## src/rtl/fetch_prefetch_unit_if.sv

```systemverilog
// Fetch/decode-side and instruction-memory signals of the prefetch unit.
// The unit uses the master modport and its environment uses the slave modport.
interface fetch_prefetch_unit_if;
    logic        fetch_enable;
    logic        redirect_valid;
    logic [31:0] redirect_pc;
    logic [31:0] imem_address;
    logic [31:0] imem_instruction;
    logic        out_valid;
    logic        out_ready;
    logic [31:0] out_instruction;
    logic [31:0] out_pc;

    modport master (
        input  fetch_enable,
        input  redirect_valid,
        input  redirect_pc,
        input  imem_instruction,
        input  out_ready,
        output imem_address,
        output out_valid,
        output out_instruction,
        output out_pc
    );

    modport slave (
        output fetch_enable,
        output redirect_valid,
        output redirect_pc,
        output imem_instruction,
        output out_ready,
        input  imem_address,
        input  out_valid,
        input  out_instruction,
        input  out_pc
    );
endinterface

```

## src/rtl/fetch_prefetch_unit.sv

```systemverilog
// Instruction fetch sequencer: reads a combinational word-indexed memory at fetch_pc and
// streams {pc, instruction} pairs through a small FIFO to decode; redirects flush and restart.
module fetch_prefetch_unit #(
    parameter int unsigned DEPTH    = 4,
    parameter logic [31:0] RESET_PC = 32'h0000_0000
) (
    input logic                   clk,
    input logic                   rst_n,
    fetch_prefetch_unit_if.master bus
);

    localparam int unsigned PTR_W = $clog2(DEPTH);
    localparam int unsigned CNT_W = $clog2(DEPTH) + 1;
    localparam logic [31:0] RESET_PC_ALIGNED = RESET_PC & ~32'h3;

    logic [31:0]      fetch_pc_q, fetch_pc_d;
    logic [PTR_W-1:0] rd_ptr_q, rd_ptr_d;
    logic [PTR_W-1:0] wr_ptr_q, wr_ptr_d;
    logic [CNT_W-1:0] count_q, count_d;
    logic [31:0]      pc_mem_q    [DEPTH];
    logic [31:0]      instr_mem_q [DEPTH];

    logic pop;
    logic push;

    always_comb begin
        pop  = (count_q != '0) && bus.out_ready;
        // A full FIFO may still accept when the head leaves in the same cycle.
        push = bus.fetch_enable && !bus.redirect_valid &&
               ((count_q < CNT_W'(DEPTH)) || pop);

        fetch_pc_d = fetch_pc_q;
        rd_ptr_d   = rd_ptr_q;
        wr_ptr_d   = wr_ptr_q;
        count_d    = count_q;

        if (bus.redirect_valid) begin
            // Redirect overrides any pop offered this cycle; the old head is dropped.
            fetch_pc_d = bus.redirect_pc & ~32'h3;
            rd_ptr_d   = '0;
            wr_ptr_d   = '0;
            count_d    = '0;
        end else begin
            if (push) begin
                fetch_pc_d = fetch_pc_q + 32'd4;
                wr_ptr_d   = wr_ptr_q + PTR_W'(1);
            end
            if (pop) begin
                rd_ptr_d = rd_ptr_q + PTR_W'(1);
            end
            if (push && !pop) begin
                count_d = count_q + CNT_W'(1);
            end else if (pop && !push) begin
                count_d = count_q - CNT_W'(1);
            end
        end
    end

    always_ff @(posedge clk or negedge rst_n) begin
        if (!rst_n) begin
            fetch_pc_q <= RESET_PC_ALIGNED;
            rd_ptr_q   <= '0;
            wr_ptr_q   <= '0;
            count_q    <= '0;
        end else begin
            fetch_pc_q <= fetch_pc_d;
            rd_ptr_q   <= rd_ptr_d;
            wr_ptr_q   <= wr_ptr_d;
            count_q    <= count_d;
        end
    end

    // Storage is cleared on reset so the head reads as zero while empty after reset.
    always_ff @(posedge clk or negedge rst_n) begin
        if (!rst_n) begin
            for (int unsigned i = 0; i < DEPTH; i++) begin
                pc_mem_q[i]    <= '0;
                instr_mem_q[i] <= '0;
            end
        end else if (push) begin
            pc_mem_q[wr_ptr_q]    <= fetch_pc_q;
            instr_mem_q[wr_ptr_q] <= bus.imem_instruction;
        end
    end

    assign bus.imem_address    = {2'b00, fetch_pc_q[31:2]};
    assign bus.out_valid       = (count_q != '0);
    assign bus.out_pc          = pc_mem_q[rd_ptr_q];
    assign bus.out_instruction = instr_mem_q[rd_ptr_q];

endmodule

```

## src/flat_wrapper.sv

```systemverilog
// flat-port wrapper written by rule: the top's interface ports become plain ports
module fetch_prefetch_unit_flat 
#(
    parameter int unsigned DEPTH    = 4,
    parameter logic [31:0] RESET_PC = 32'h0000_0000
)
  (clk, rst_n, bus_fetch_enable, bus_redirect_valid, bus_redirect_pc, bus_imem_instruction, bus_out_ready, bus_imem_address, bus_out_valid, bus_out_instruction, bus_out_pc);
  fetch_prefetch_unit_if bus_i ();
  input logic clk;
  input logic rst_n;
  input wire logic [$bits(bus_i.fetch_enable)-1:0] bus_fetch_enable;
  input wire logic [$bits(bus_i.redirect_valid)-1:0] bus_redirect_valid;
  input wire logic [$bits(bus_i.redirect_pc)-1:0] bus_redirect_pc;
  input wire logic [$bits(bus_i.imem_instruction)-1:0] bus_imem_instruction;
  input wire logic [$bits(bus_i.out_ready)-1:0] bus_out_ready;
  output wire logic [$bits(bus_i.imem_address)-1:0] bus_imem_address;
  output wire logic [$bits(bus_i.out_valid)-1:0] bus_out_valid;
  output wire logic [$bits(bus_i.out_instruction)-1:0] bus_out_instruction;
  output wire logic [$bits(bus_i.out_pc)-1:0] bus_out_pc;
  assign bus_i.fetch_enable = bus_fetch_enable;
  assign bus_i.redirect_valid = bus_redirect_valid;
  assign bus_i.redirect_pc = bus_redirect_pc;
  assign bus_i.imem_instruction = bus_imem_instruction;
  assign bus_i.out_ready = bus_out_ready;
  assign bus_imem_address = bus_i.imem_address;
  assign bus_out_valid = bus_i.out_valid;
  assign bus_out_instruction = bus_i.out_instruction;
  assign bus_out_pc = bus_i.out_pc;
  fetch_prefetch_unit #(.DEPTH(DEPTH), .RESET_PC(RESET_PC)) u_core (.clk(clk), .rst_n(rst_n), .bus(bus_i));
endmodule
```

## config.mk

```make
export PLATFORM = sky130hd
export DESIGN_NAME = fetch_prefetch_unit_flat
export DESIGN_NICKNAME = d
export VERILOG_FILES = /design/src/rtl/fetch_prefetch_unit_if.sv /design/src/rtl/fetch_prefetch_unit.sv /design/src/flat_wrapper.sv
export SDC_FILE = /design/constraint.sdc
export NUM_CORES = 1
export LEC_CHECK = 0
export CORE_MARGIN = 2
export CORE_UTILIZATION = 30
export CTS_BUF_LIST = sky130_fd_sc_hd__clkbuf_16
export CTS_CLUSTER_SIZE = 30
export DETAILED_ROUTE_END_ITERATION = 10
export GPL_TIMING_DRIVEN = 0
export HOLD_SLACK_MARGIN = 0.12
export MAX_ROUTING_LAYER = met4
export SLEW_MARGIN = 25
export SYNTH_ARGS = -nofsm -noshare
export SYNTH_HDL_FRONTEND = slang
export SYNTH_SLANG_ARGS = --single-unit
```

## constraint.sdc

```tcl
create_clock -name clk -period 2.4 [get_ports clk]
set_clock_uncertainty 0.1 [all_clocks]
set_input_delay 0.24 -clock clk [delete_from_list [all_inputs] [get_ports clk]]
set_output_delay 0.24 -clock clk [all_outputs]
set_load 0.005 [all_outputs]
```

# Word-level counts from Yosys, hierarchy flattened
# Cells that the tools add are included.
# totals
regBits	295
inputBits	69
output_inout_bits	97
wordCells	56
# classes
addsub	5
magnitude_cmp	4
mux	19
bitwise_logic	2
n_reduce_logical	14
# ops
op	count
$bwmux W128	2
$mux W32	7
$bmux W32 S2	2
$demux W32 S2	1
$add A32 B3 Y32 const B	1
$mux W3	3
$mux W2	4
$ge A3 B3 Y1 const B	2
$logic_and A1 B1 Y1	6
$not A2 Y3	2
$reduce_bool A3 Y1	2
$add A2 B1 Y2 const B	2
$reduce_bool A2 Y1	2
$add A3 B1 Y3 const B	1
$logic_not A1 Y1	3
$lt A3 B1 Y1 const B	1
$lt A3 B3 Y1 const B	1
$sub A3 B1 Y3 const B	1
$logic_or A1 B1 Y1	1

# Longest topological paths before layout
# logic_depth
depth_word	9
mapped_depth	10
ltp_nobuf	9

# Worst setup path before layout
# No wires, ideal clock.
# synth_path
path_kind	register -> register
startpoint	reg u_core.count_q[1]
endpoint	reg u_core.count_q[2]
setup_ns	0.072
arrival_time_ns	2.360
t_required_ns	2.228
slack_ns	-0.132
stages_incl_launch_ff	11
n_path_buf	1
synth_period_minus_slack_ns	2.532
cell_sequence	dfrtp_1 or3_1 and2_1 clkbuf_1 nor3_1 fa_1 nand2b_1 or4b_2 o21ai_0 a221oi_1 nor2_1
# synth_via
elab_chain_cells	7
word_cells_on_any_way	15
cone_classes	2 x add/sub; 1 x order compare; 3 x mux; 9 x reduce/logical
# synth_lines
element	line	rtl
start, declared	fetch_prefetch_unit.sv:19	logic [CNT_W-1:0] count_q, count_d;
start signal, assigned	fetch_prefetch_unit.sv:69	count_q <= count_d;
$reduce_bool A3 Y1 (*)	-	
via bus_out_valid	flat_wrapper.sv:17	output wire logic [$bits(bus_i.out_valid)-1:0] bus_out_valid;
$logic_and A1 B1 Y1 (*)	fetch_prefetch_unit.sv:27	pop = (count_q != '0) && bus.out_ready;
$logic_or A1 B1 Y1	fetch_prefetch_unit.sv:30	((count_q < CNT_W'(DEPTH)) || pop);
$logic_and A1 B1 Y1	fetch_prefetch_unit.sv:29	push = bus.fetch_enable && !bus.redirect_valid &&
$logic_and A1 B1 Y1 / $logic_not A1 Y1 (equally long branches)	fetch_prefetch_unit.sv:51, fetch_prefetch_unit.sv:53	
$mux W3 / $logic_and A1 B1 Y1 (equally long branches)	fetch_prefetch_unit.sv:51, fetch_prefetch_unit.sv:53	
$mux W3 / $reduce_bool A3 Y1 (equally long branches)	-	
# Mark *: on every way through the listed nets, which the timed path passes. The rest lies on a longest branch. The select of a mux whose other input is x is not followed.
# A chain may end at the register's enable or synchronous reset.

# Worst setup path in the final report
# layout_path
startpoint	reg u_core.rd_ptr_q[0]
endpoint	out bus_out_pc[16]
# layout_via
elab_chain_cells	4
# layout_lines
element	line	rtl
start, declared	fetch_prefetch_unit.sv:17	logic [PTR_W-1:0] rd_ptr_q, rd_ptr_d;
start signal, assigned	fetch_prefetch_unit.sv:67	rd_ptr_q <= rd_ptr_d;
$not A2 Y3 (not written as such)	fetch_prefetch_unit.sv:88	assign bus.out_pc = pc_mem_q[rd_ptr_q];
$bmux W32 S2	fetch_prefetch_unit.sv:88	
$mux W32 (not written as such) (2 in series)	fetch_prefetch_unit.sv:88	
end, declared	flat_wrapper.sv:19	output wire logic [$bits(bus_i.out_pc)-1:0] bus_out_pc;
# No other way between the ends. The select of a mux whose other input is x is not followed.

==> impl_metrics.csv <==
group,metric,value,unit
routing,avgViaCountPerCell,4.81,
placement,dp.final_hpwl,21400,microns
routing,drt-wirelength-per-cell,19.6,microns
logic_synthesis,ys_types,43,
worst_setup_path,start_kind,"register",
sta,final.min_clock_period,2.41,ns
sta,max_freq,416,MHz
sta,finalMaxSlewViolations,0,
worst_setup_path,path_depth,5,
worst_setup_path,crit_arrival,2.07,ns
worst_setup_path,critical_r2r_capture,"u_core.fetch_pc_q[31]$_DFFE_PN0N_",
cts,clk_pin_slew_worst_paths,0.06,ns
routing,detail_route.wirelength,32300,microns
logic_synthesis,muxShareOfSynthArea,0.327,
worst_setup_path,timing.critical_path.slowest_stage_cell,"sky130_fd_sc_hd__dfrtp_4",
logic_synthesis,parity_gate_share_of_the_synthesized_area_counting_xor_and_xnor_cells,0.0218,
outcome,run_status,"complete, but fails checks",
worst_setup_path,crit_type,"register to output pin",
global_route,grt-ovfl-total,0,
worst_setup_path,path_max_fanout,5,
sta,grt_setup_unrepaired,"true",
global_route,grt_first_pass_wirelength,51500,microns
sta,hold_viol_final,0,
placement,io_buffer_count,159,
floorplan,coreArea,42100,sq um
routing,drtIter0Drc,326,
sta,worst_max_slew_margin_expressed_relative_to_the_limit,0.451,
layout,stdcell_count,1654,
job,drv.max_cap_violation_count,0,
logic_synthesis,synth-adder-area-share,0.00643,
power,p_total,19.5,mW
power,power_density,1170,nW/um^2
cts,cts_made_buffers,34,
cts,root_buffer,"sky130_fd_sc_hd__clkbuf_16",
cts,cts.sink_count,285,
worst_setup_path,worst-endpoint-required,2.06,ns
hold_path,min-delay-path-class,"primary input to register",
logic_synthesis,post_synth_main_area_contributors,"sky130_fd_sc_hd__dfrtp_1 (56%), sky130_fd_sc_hd__mux2_2 (21%), sky130_fd_sc_hd__mux4_2 (11%)",
logic_synthesis,post-synth-top-area-fraction,0.556,
logic_synthesis,syn_inst,863,
floorplan,boundaryPins,166,
logic_synthesis,synth_top_family_by_area,"multiplexers",
layout,layout_commonest_cell,"sky130_fd_sc_hd__dfrtp_1",
power,leakagePower,7.25,nW
placement,placedCellCount,1567,
worst_setup_path,setup.worst_path.start,"u_core.rd_ptr_q[0]$_DFFE_PN0P_",
floorplan,floorplan.initialDensity,0.305,
floorplan,die_height,211,microns
logic_synthesis,netlist_area,12800,sq um
layout,final_nets,1165,
floorplan,std_cell_rows,75,
worst_setup_path,critical_path_buffer_and_inverter_count,4,
sta,fin_crit_sh,1.00,
sta,setup_violations,2,
global_route,largest_net_degree_at_the_start_of_global_routing,93,
layout,area_growth,30.3,%
worst_setup_path,critical_path.cell_chain,"buf_12 > buf_12 > buf_12 > mux4_2 > buf_2",
layout,layout.area.seq,7140,sq um
floorplan,die_area,44500,sq um
worst_setup_path,critPathMostFrequentCell,"sky130_fd_sc_hd__buf_12",
global_route,number_of_antenna_violations_at_the_first_check_in_global_routing,2,
worst_setup_path,regToRegStartpoint,"u_core.fetch_pc_q[16]$_DFFE_PN0N_",
placement,routabilityCongestion,0.744,
worst_setup_path,logic_depth_of_the_worst_register_to_register_path,5,
routing,total_iterations_of_the_first_detailed_routing_run,4,
sta,worst_slack,-0.00505,ns
worst_setup_path,crit_end,"bus_out_pc[16]",
worst_setup_path,cpPeakStageDelay,0.51,ns
floorplan,fp.dieW,211,microns
logic_synthesis,synth_flop_cell,"sky130_fd_sc_hd__dfrtp_1",
cts,tritoncts,"yes",
hold_path,holdCritStartpoint,"bus_redirect_pc[17]",
worst_setup_path,worst_path_dominant_cell_family,"buffers and inverters",
cts,clock_tree.htree_level_count,2,
power,ir_drop,0.485,mV
worst_setup_path,r2r_slack,0.10,ns
outcome,violations,"negative setup slack",
logic_synthesis,synth-seq-area-share,0.556,
routing,total_drc_errors_in_the_routed_layout,0,
layout,nFillCells,3972,
routing,route.antenna.remaining_nets,0,
logic_synthesis,synth-compound-area-share,0.0146,
global_route,grt_pass1_vias,8641,
cts,worstSkewPairLatency,0.54,ns
global_route,gr-usage-all-layers,0.155,
logic_synthesis,synth_area_leader_cell,"sky130_fd_sc_hd__dfrtp_1",
routing,dr_total_vias,7954,
logic_synthesis,count_of_warnings_emitted_by_yosys,0,
logic_synthesis,ys_ff_latch,285,
logic_synthesis,syn-mean-instance-area,14.9,sq um
layout,mostFrequentLayoutCells,"sky130_fd_sc_hd__dfrtp_1 (282), sky130_fd_sc_hd__mux2_2 (239), sky130_fd_sc_hd__clkdlybuf4s50_1 (96), sky130_fd_sc_hd__mux4_2 (62), sky130_fd_sc_hd__buf_2 (57)",
cts,clock_path_buffers,3,
logic_synthesis,synth_simple_gate_area_frac,0.0461,
worst_setup_path,critical_path_capture_point_type,"output pin",
logic_synthesis,synth-edff-count,0,
logic_synthesis,synth_async_sr_flop_share,1.00,
layout,multi_input_comb_area,5420,sq um
layout,share_of_cells_above_drive_strength_1,0.450,
sta,final.setup.tns,-0.00784,ns
sta,worst_pin_slew,0.821,ns
layout,finalCoreUtilization,0.397,
[kinds of logic (layout without fill, tap and decap cells)]
logic type / count (synthesis) / count (layout)
AOI/OAI and AO/OA: 35 / 35
xor gates and xnor gates: 32 / 32
adders and majority gates: 6 / 6
buffers and inverters: 77 / 324
DFF: 285 / 285
muxes: 311 / 311
other: 1 / 6
and+or+nand+nor: 116 / 116
[Yosys cell counts, types with 6 or more instances]
master / instances
sky130_fd_sc_hd__o21ai_0: 13
sky130_fd_sc_hd__o21ai_1: 17
sky130_fd_sc_hd__mux2_2: 239
sky130_fd_sc_hd__clkbuf_1: 21
sky130_fd_sc_hd__nor4_1: 12
sky130_fd_sc_hd__inv_1: 10
sky130_fd_sc_hd__nor2_1: 17
sky130_fd_sc_hd__mux4_2: 62
sky130_fd_sc_hd__nor3_1: 7
sky130_fd_sc_hd__dfrtp_1: 285
sky130_fd_sc_hd__mux2_1: 9
sky130_fd_sc_hd__xnor2_1: 28
sky130_fd_sc_hd__buf_4: 6
sky130_fd_sc_hd__nand3_1: 11
sky130_fd_sc_hd__nand2_1: 44
sky130_fd_sc_hd__buf_2: 35
[worst reg2reg max path: cells and delay by family (launching register included)]
kind                   cells  cell delay (ns)
AOI/OAI and AO/OA          1             0.16
buffers and inverters      1             0.33
DFF                        1             0.36
and+or+nand+nor            3             1.28
[stage by stage]
step                      setup WS [ns]  area, sq um  hold WS [ns]
after floorplan                  0.0572        12900        -0.156
after global placement           -11.55        15100         0.368
after detailed placement         -0.769        15200       -0.0133
after CTS                        -0.124        16800         0.124
after global routing            -0.0572        16700         0.139
final                          -0.00505        16700         0.156
[worst min-delay path by stage]
stage	to	slack [ns]	cells past startpoint
6_report	u_core.fetch_pc_q[17]$_DFFE_PN0N_	0.16	3
5_1_grt	u_core.fetch_pc_q[11]$_DFFE_PN0N_	0.14	3
4_1_cts	u_core.fetch_pc_q[17]$_DFFE_PN0N_	0.12	3
3_5_place_dp	u_core.instr_mem_q[111]$_DFFE_PN0P_	-0.01	1
3_3_place_gp	u_core.pc_mem_q[124]$_DFFE_PN0P_	0.37	1
2_1_floorplan	u_core.count_q[0]$_DFFE_PN0P_	-0.16	0
[final cells by class]
class / count / share of cell area
tap: 539 / 0.0403
sequential: 285 / 0.427
timing repair buffer: 191 / 0.114
antenna: 2 / 0.000299
buffer: 64 / 0.0263
clock buffer: 35 / 0.0524
inverter: 10 / 0.00224
clock inverter: 24 / 0.0139
multi-input combinational: 504 / 0.324
[registers in the layout (all words and copies together) (netlist names)]
register,cells
u_core.instr_mem_q,128
u_core.pc_mem_q,120
u_core.fetch_pc_q,30
u_core.count_q,3
u_core.rd_ptr_q,2
u_core.wr_ptr_q,2
[routing by layer]
| layer | global-route usage | up-vias | wire length [microns] |
|---|---|---|---|
| met5 | - | - | 0 |
| met4 | 0.0391 | 0 | 582 |
| met3 | 0.0326 | 39 | 1590 |
| met2 | 0.241 | 169 | 15100 |
| met1 | 0.208 | 4139 | 15000 |
| li1 | - | 3607 | - |
[power breakdown]
group	switching [mW]	internal, mW
combinational	2.44	4.38
clock	2.07	3.08
sequential	0.937	6.62
total	5.44	14.1
[repair_timing]
action,CTS,global route
hold buffers,2,0
endpoints found under the setup margin,304,269
gates resized for setup,288,34
cloned,4,0
buffers inserted,27,1
hold endpoints to repair,193,0
pin swaps,1,0
No activity file was read; power rests on OpenSTA's default activity.
